**config.mk**
```make
export PLATFORM = sky130hd
export DESIGN_NAME = slip_pad_bus_seq
export DESIGN_NICKNAME = d
export VERILOG_FILES = /design/src/rtl/slip_pad_bus_seq.sv
export SDC_FILE = /design/constraint.sdc
export NUM_CORES = 1
export LEC_CHECK = 0
export ABC_AREA = 1
export BUFFER_PORTS_ARGS = -buffer_cell sky130_fd_sc_hd__buf_2
export CAP_MARGIN = 10
export CORE_MARGIN = 2
export CORE_UTILIZATION = 45
export DETAILED_ROUTE_END_ITERATION = 8
export PLACE_DENSITY = 0.75
export SYNTH_ARGS = -nofsm -noshare
export SYNTH_HDL_FRONTEND = slang
export SYNTH_SLANG_ARGS = --single-unit
```
**constraint.sdc**
```tcl
create_clock -name MasterClock -period 2 [get_ports MasterClock]
set_input_delay 0.2 -clock MasterClock [delete_from_list [all_inputs] [get_ports MasterClock]]
set_output_delay 0.2 -clock MasterClock [all_outputs]
set_load 0.05 [all_outputs]
```
**src/rtl/slip_pad_bus_seq.sv**
```systemverilog
// Bus-cycle sequencer driving registered bidirectional pad cells on the Slipstream data bus.
// Optional macro SLIP_PAD_BUS_TURNAROUND_EN adds a one-cycle released TURN state after writes.
module slip_pad_bus_seq #(
  parameter int WIDTH = 8,
  parameter int WAITS = 2
) (
  input  logic             MasterClock,
  input  logic             Reset,
  input  logic             Req,
  input  logic             Wr,
  input  logic [WIDTH-1:0] WrData,
  output logic             Busy,
  output logic             Ack,
  output logic [WIDTH-1:0] RdData,
  output logic [WIDTH-1:0] PadI,
  output logic             PadEN,
  output logic             PadTN,
  output logic             PadPI,
  input  logic [WIDTH-1:0] PadZI,
  output logic             nStrobe
);

  typedef enum logic [2:0] {
    IDLE,
    SETUP,
    STROBE,
    HOLD,
    CAPTURE,
    TURN
  } state_t;

  localparam logic [3:0] STROBE_LOAD = 4'(WAITS - 1);
  localparam logic [3:0] SETUP_LOAD  = 4'd1;

  state_t           state, state_d;
  logic [3:0]       cnt, cnt_d;
  logic             is_wr, wr_d;
  logic [WIDTH-1:0] pad_i_d, rd_d;
  logic             ack_d, busy_d, en_d, strobe_n_d;

  assign PadTN = 1'b1;
  assign PadPI = 1'b1;

  always_comb begin
    state_d = state;
    cnt_d   = cnt;
    wr_d    = is_wr;
    pad_i_d = PadI;
    rd_d    = RdData;
    ack_d   = 1'b0;
    case (state)
      IDLE: begin
        if (Req) begin
          state_d = SETUP;
          wr_d    = Wr;
          cnt_d   = SETUP_LOAD;
          if (Wr) pad_i_d = WrData;
        end
      end
      SETUP: begin
        if (cnt == 4'd0) begin
          state_d = STROBE;
          cnt_d   = STROBE_LOAD;
        end else begin
          cnt_d = cnt - 4'd1;
        end
      end
      STROBE: begin
        if (cnt == 4'd0) state_d = HOLD;
        else             cnt_d   = cnt - 4'd1;
      end
      HOLD: begin
        if (!is_wr) begin
          state_d = CAPTURE;
        end else begin
`ifdef SLIP_PAD_BUS_TURNAROUND_EN
          state_d = TURN;
`else
          state_d = IDLE;
          ack_d   = 1'b1;
`endif
        end
      end
      CAPTURE: begin
        // ZI is inverted and one cycle behind the pin; registering here makes RdData change together with Ack
        state_d = IDLE;
        ack_d   = 1'b1;
        rd_d    = ~PadZI;
      end
      TURN: begin
        state_d = IDLE;
        ack_d   = 1'b1;
      end
      default: state_d = IDLE;
    endcase
    busy_d     = (state_d != IDLE);
    strobe_n_d = (state_d != STROBE);
    en_d       = !(wr_d && (state_d inside {SETUP, STROBE, HOLD}));
  end

  // Outputs are registered from the next-state decode so they line up with the state register
  always_ff @(posedge MasterClock) begin
    if (Reset) begin
      state   <= IDLE;
      cnt     <= 4'd0;
      is_wr   <= 1'b0;
      Busy    <= 1'b0;
      Ack     <= 1'b0;
      RdData  <= '0;
      PadI    <= '0;
      PadEN   <= 1'b1;
      nStrobe <= 1'b1;
    end else begin
      state   <= state_d;
      cnt     <= cnt_d;
      is_wr   <= wr_d;
      Busy    <= busy_d;
      Ack     <= ack_d;
      RdData  <= rd_d;
      PadI    <= pad_i_d;
      PadEN   <= en_d;
      nStrobe <= strobe_n_d;
    end
  end

endmodule

```
Word-level counts from Yosys, hierarchy flattened

Index checks and enable logic that the tools add are counted.

Register bits after elaboration: 28
Input bits: 20
Output and inout port bits: 22

$add $sub $neg: 1
Equal/unequal tests: 11
Muxes and demuxes: 13
Bitwise operators: 1
Reductions and logical operators: 10

Operator list:

| operator            | count |
|---|---|
| $eq 3x2->1 const B  | 4 |
| $mux 3              | 4 |
| $mux 4              | 3 |
| $pmux 3 s4          | 1 |
| $pmux 4 s3          | 1 |
| $reduce_bool 3->1   | 3 |
| $not 8->8           | 1 |
| $eq 3x1->1 const B  | 2 |
| $eq 3x3->1 const B  | 2 |
| $reduce_and 3->1    | 2 |
| $logic_not 4->1     | 1 |
| $ne 2x2->1 const B  | 2 |
| $sub 4x1->4 const B | 1 |
| $logic_not 3->1     | 1 |
| $mux 1              | 3 |
| $ne 3x2->1 const B  | 1 |
| $pmux 1 s2          | 1 |
| $reduce_or 2->1     | 1 |
| $logic_and 1x1->1   | 1 |
| $logic_not 1->1     | 1 |

Logic depth before layout (Yosys ltp)

Depth after elaboration: 7
Gate-level depth with buffers: 9
Gate-level depth less buffers: 9

Worst setup path before layout

No wires, ideal clock.

Path kind: register to register
Start point: register cnt[0]
End point: register cnt[3]
Path buffers: 0
Path slack: 0.766 ns
Arrival time: 1.118 ns
Stages on the path, launching flop included: 9
Required time: 1.884 ns
Cells stage by stage: dfxtp_1 -> inv_1 -> ha_1 -> nand2_1 -> nand2_1 -> nand2_2 -> nand2_4 -> o21ai_2 -> nor2_1

Word-level cells in the longest chain between the ends: 3
Elaborated cells between the ends (all ways): 7

Ends and longest elaborated chain:

| element                                               | line | RTL |
|---|---|---|
| start: declaration                                    | 36   | `logic [3:0] cnt, cnt_d;` |
| start signal: assignment                              | 115  | `cnt <= cnt_d;` |
| $sub 4x1->4 / $logic_not 4->1 (equally long branches) | --   |  |
| $mux 4, or another cell as far along                  | 69   | `if (cnt == 4'd0) state_d = HOLD;` |
| $pmux 4 s3 / $reduce_and 3->1 (equally long branches) | --   |  |

Parallel ways exist; a longest one is shown, timed or not. The select of a mux whose other input is x is not followed.
A chain may end at the register's enable or synchronous reset.

Worst setup path after layout

Start point: register cnt[0]
End point: register cnt[1]

Same word-level chain as after synthesis.

==> results.py <==
metrics = {
    "power": {
        "power_density_mw_per_mm2": 1047,
        "power.static_leakage_nw": 0.7116,
        "total_power_mw": 1.520,
        "peakVddDrop_uv": 702.5,
    },
    "logic_synthesis": {
        "yosys-top-cells-area": "dfxtp_1 48%, nand2_1 8.6%, a21oi_1 8.5%",
        "ys.warnings.count": 0,
        "ys_types": 24,
        "netlist_area_mm2": 0.001176,
        "synth.most_common_cell": "dfxtp_1",
        "synth-seq-cells": 28,
        "yosys.area.top_type": "dfxtp_1",
        "synth_ff_type": "dfxtp_1",
        "syn_area_per_cell_um2": 7.841,
        "synth_edf_count": 0,
        "synth_top_cells_by_count": "28 x dfxtp_1, 27 x nand2_1, 20 x a21oi_1, 19 x inv_1, 16 x o21ai_0",
        "synthArstFlopShare": 0,
        "synthCells": 150,
        "synth_top_cell_area_share": 0.4766,
        "synth-seq-area-share": 0.4766,
    },
    "global_routing": {
        "antenna_found_initial": 0,
        "grt_pass1_wl_um": 3491,
        "track_usage": 0.1637,
        "overflow": 0,
        "grt_pass1_vias": 860,
        "grt_max_degree": 20,
    },
    "detailed_routing": {
        "dr_total_vias": 1069,
        "wire_per_inst_um": 10.89,
        "drt_first_iter_violations": 20,
        "wirelength_um": 2417,
        "drcViolationCount": 0,
        "final_antenna_net_count": 0,
        "vias_per_cell": 4.815,
        "dr.pass1.iters": 4,
    },
    "setup_path": {
        "crit_path_end_kind": "flop",
        "crit_start": "cnt[0]",
        "worst_r2r_path_depth": 8,
        "crit_type": "flop to flop",
        "r2r-start": "cnt[0]",
        "r2r_end": "cnt[1]",
        "startpoint_type": "flop",
        "worst_ep_required_time_ps": 2260,
        "cp_max_fo": 7,
        "r2r_setup_slack_ps": 640,
        "worst_ep_arrival_time_ps": 1620,
    },
    "clock_tree": {
        "clk_latency_ps": 340,
        "cts-root-buf": "clkbuf_4",
        "cts_max_level": 1,
        "cts_tree": "built",
        "clkSlewWorstSetupHoldPaths_ps": 160,
        "clock_sinks": 28,
        "cts_buffers": 3,
        "clock_path_buffers": 2,
    },
    "finish": {
        "drive_gt1_frac": 0.2969,
        "fill_cells": 265,
        "final_area_mm2": 0.001453,
        "nets": 215,
        "area_delta_synth_final_pct": 23.51,
        "antenna_cells": 0,
    },
    "floorplan": {
        "core_area_mm2": 0.002477,
        "pin_count": 42,
        "die-area_mm2": 0.003039,
        "initial_utilization": 0.4747,
        "die_w_um": 55.13,
        "placement_rows": 18,
        "die_h_um": 55.13,
    },
    "place": {
        "gp_congestion": 0.8800,
        "place_area_mm2": 0.001370,
        "io_buffers": 39,
        "place_hpwl_um": 1778,
    },
    "sta": {
        "finalCritPeriodShare": 0.6822,
        "rsz0062_at_grt": "no",
        "setup_viol": 0,
        "fin_skew_ps": 4.996,
        "min_period_ps": 1364,
        "fmax_mhz": 732.9,
        "drv_slew": 0,
        "tns_ps": 0,
        "finalHoldViolCount": 0,
    },
    "min_path": {
        "hold_class": "primary input to flop",
        "whs_endpoint": "RdData[4]",
        "hp-start": "PadZI[4]",
        "hold_path_depth": 2,
    },
    "flow_run": {
        "max_cap_violations": 0,
    },
    "run_status": {
        "outcome": "finished, final reports clean",
    },
}
==> report_power, final <==
group / leakage [nW] / total (mW) / switching, mW / internal (mW)
clock: 0.0279 / 0.379 / 0.177 / 0.203
sequential: 0.229 / 0.665 / 0.0466 / 0.618
combinational: 0.455 / 0.476 / 0.333 / 0.143
total: 0.712 / 1.52 / 0.556 / 0.964
==> cells by family (layout without fill, tap and decap cells) <==
kind of cell    Yosys count  count (layout)  share of synthesized area
fa+ha+maj                 2               2                    0.02127
other cells               1               2                   0.003188
flops                    28              28                     0.4766
compound gates           39              39                     0.1734
buf+inv                  28              69                     0.1096
simple gates             52              52                     0.2160
==> registers in the layout, summed over array words and instances (netlist names) <==
| name | flops |
|---|---|
| Ack | 1 |
| Busy | 1 |
| PadEN | 1 |
| PadI | 8 |
| RdData | 8 |
| cnt | 4 |
| is_wr | 1 |
| nStrobe | 1 |
| state | 3 |
==> metal layers <==
layer,wire length [µm],vias up,share of wire,GRT usage
met4,44,0,0.018,0.09756
met3,111,4,0.046,0.03226
met2,1177,33,0.49,0.2639
met5,0,-,0,0
met1,1084,471,0.45,0.2007
li1,-,561,-,-
==> cell type report <==
cell class,instances,area [µm²],area share
Clock buffer,3,22.52,0.01550
Clock inverter,1,30.03,0.02067
Inverter,23,86.33,0.05943
Multi-Input combinational cell,95,490.5,0.3376
Sequential cell,28,560.5,0.3859
Tap cell,30,37.54,0.02584
Timing Repair Buffer,42,225.2,0.1550
==> worst max path at each step <==
stage                   to  cells past startpoint
global route        cnt[0]                      9
finish              cnt[1]                      8
CTS                 cnt[1]                      8
floorplan           cnt[3]                      8
global placement    cnt[3]                      8
detailed placement  cnt[1]                      8
==> placed cells by master (no fill, tap or decap) <==
master,n
buf_2,39
nor3_1,1
nand4_1,2
clkbuf_4,3
nand2_2,3
inv_1,19
o21ai_2,1
nand2_1,27
nand3_1,5
a21oi_1,20
nor2_4,1
inv_2,4
nor2_1,9
a31oi_1,1
ha_1,2
conb_1,2
nor3_4,1
nand2_4,1
nor2_2,1
a21oi_2,1
bufinv_16,1
dlygate4sd3_1,3
nand4_2,1
o21ai_0,16
dfxtp_1,28
==> stage by stage <==
stage | instances | util | hold WS, ps | setup slack [ps]
6_report | 222 | 0.5864 | 13.11 | 635.5
5_1_grt | 222 | 0.5864 | 6.303 | 507.1
4_1_cts | 219 | 0.5742 | 7.450 | 641.2
3_5_place_dp | 215 | 0.5530 | 384.1 | 660.4
3_3_place_gp | 215 | 0.5530 | 374.9 | 719.0
2_1_floorplan | 151 | - | 268.5 | 766.3
==> worst max-delay path, stage by stage (launching register included) <==
cell and delay, ps:
dfxtp_1 390, inv_1 80, ha_1 190, nand2_1 130, nand2_1 100, nand2_2 120, nand2_4 90, o21ai_2 130
nor2_1 50
==> timing repair <==
item                      CTS  global route
resized for setup           0             0
hold endpoints to repair    0             3
hold buffers                0             3
buffers inserted            0             0
No activity file was read; power rests on OpenSTA's default activity.
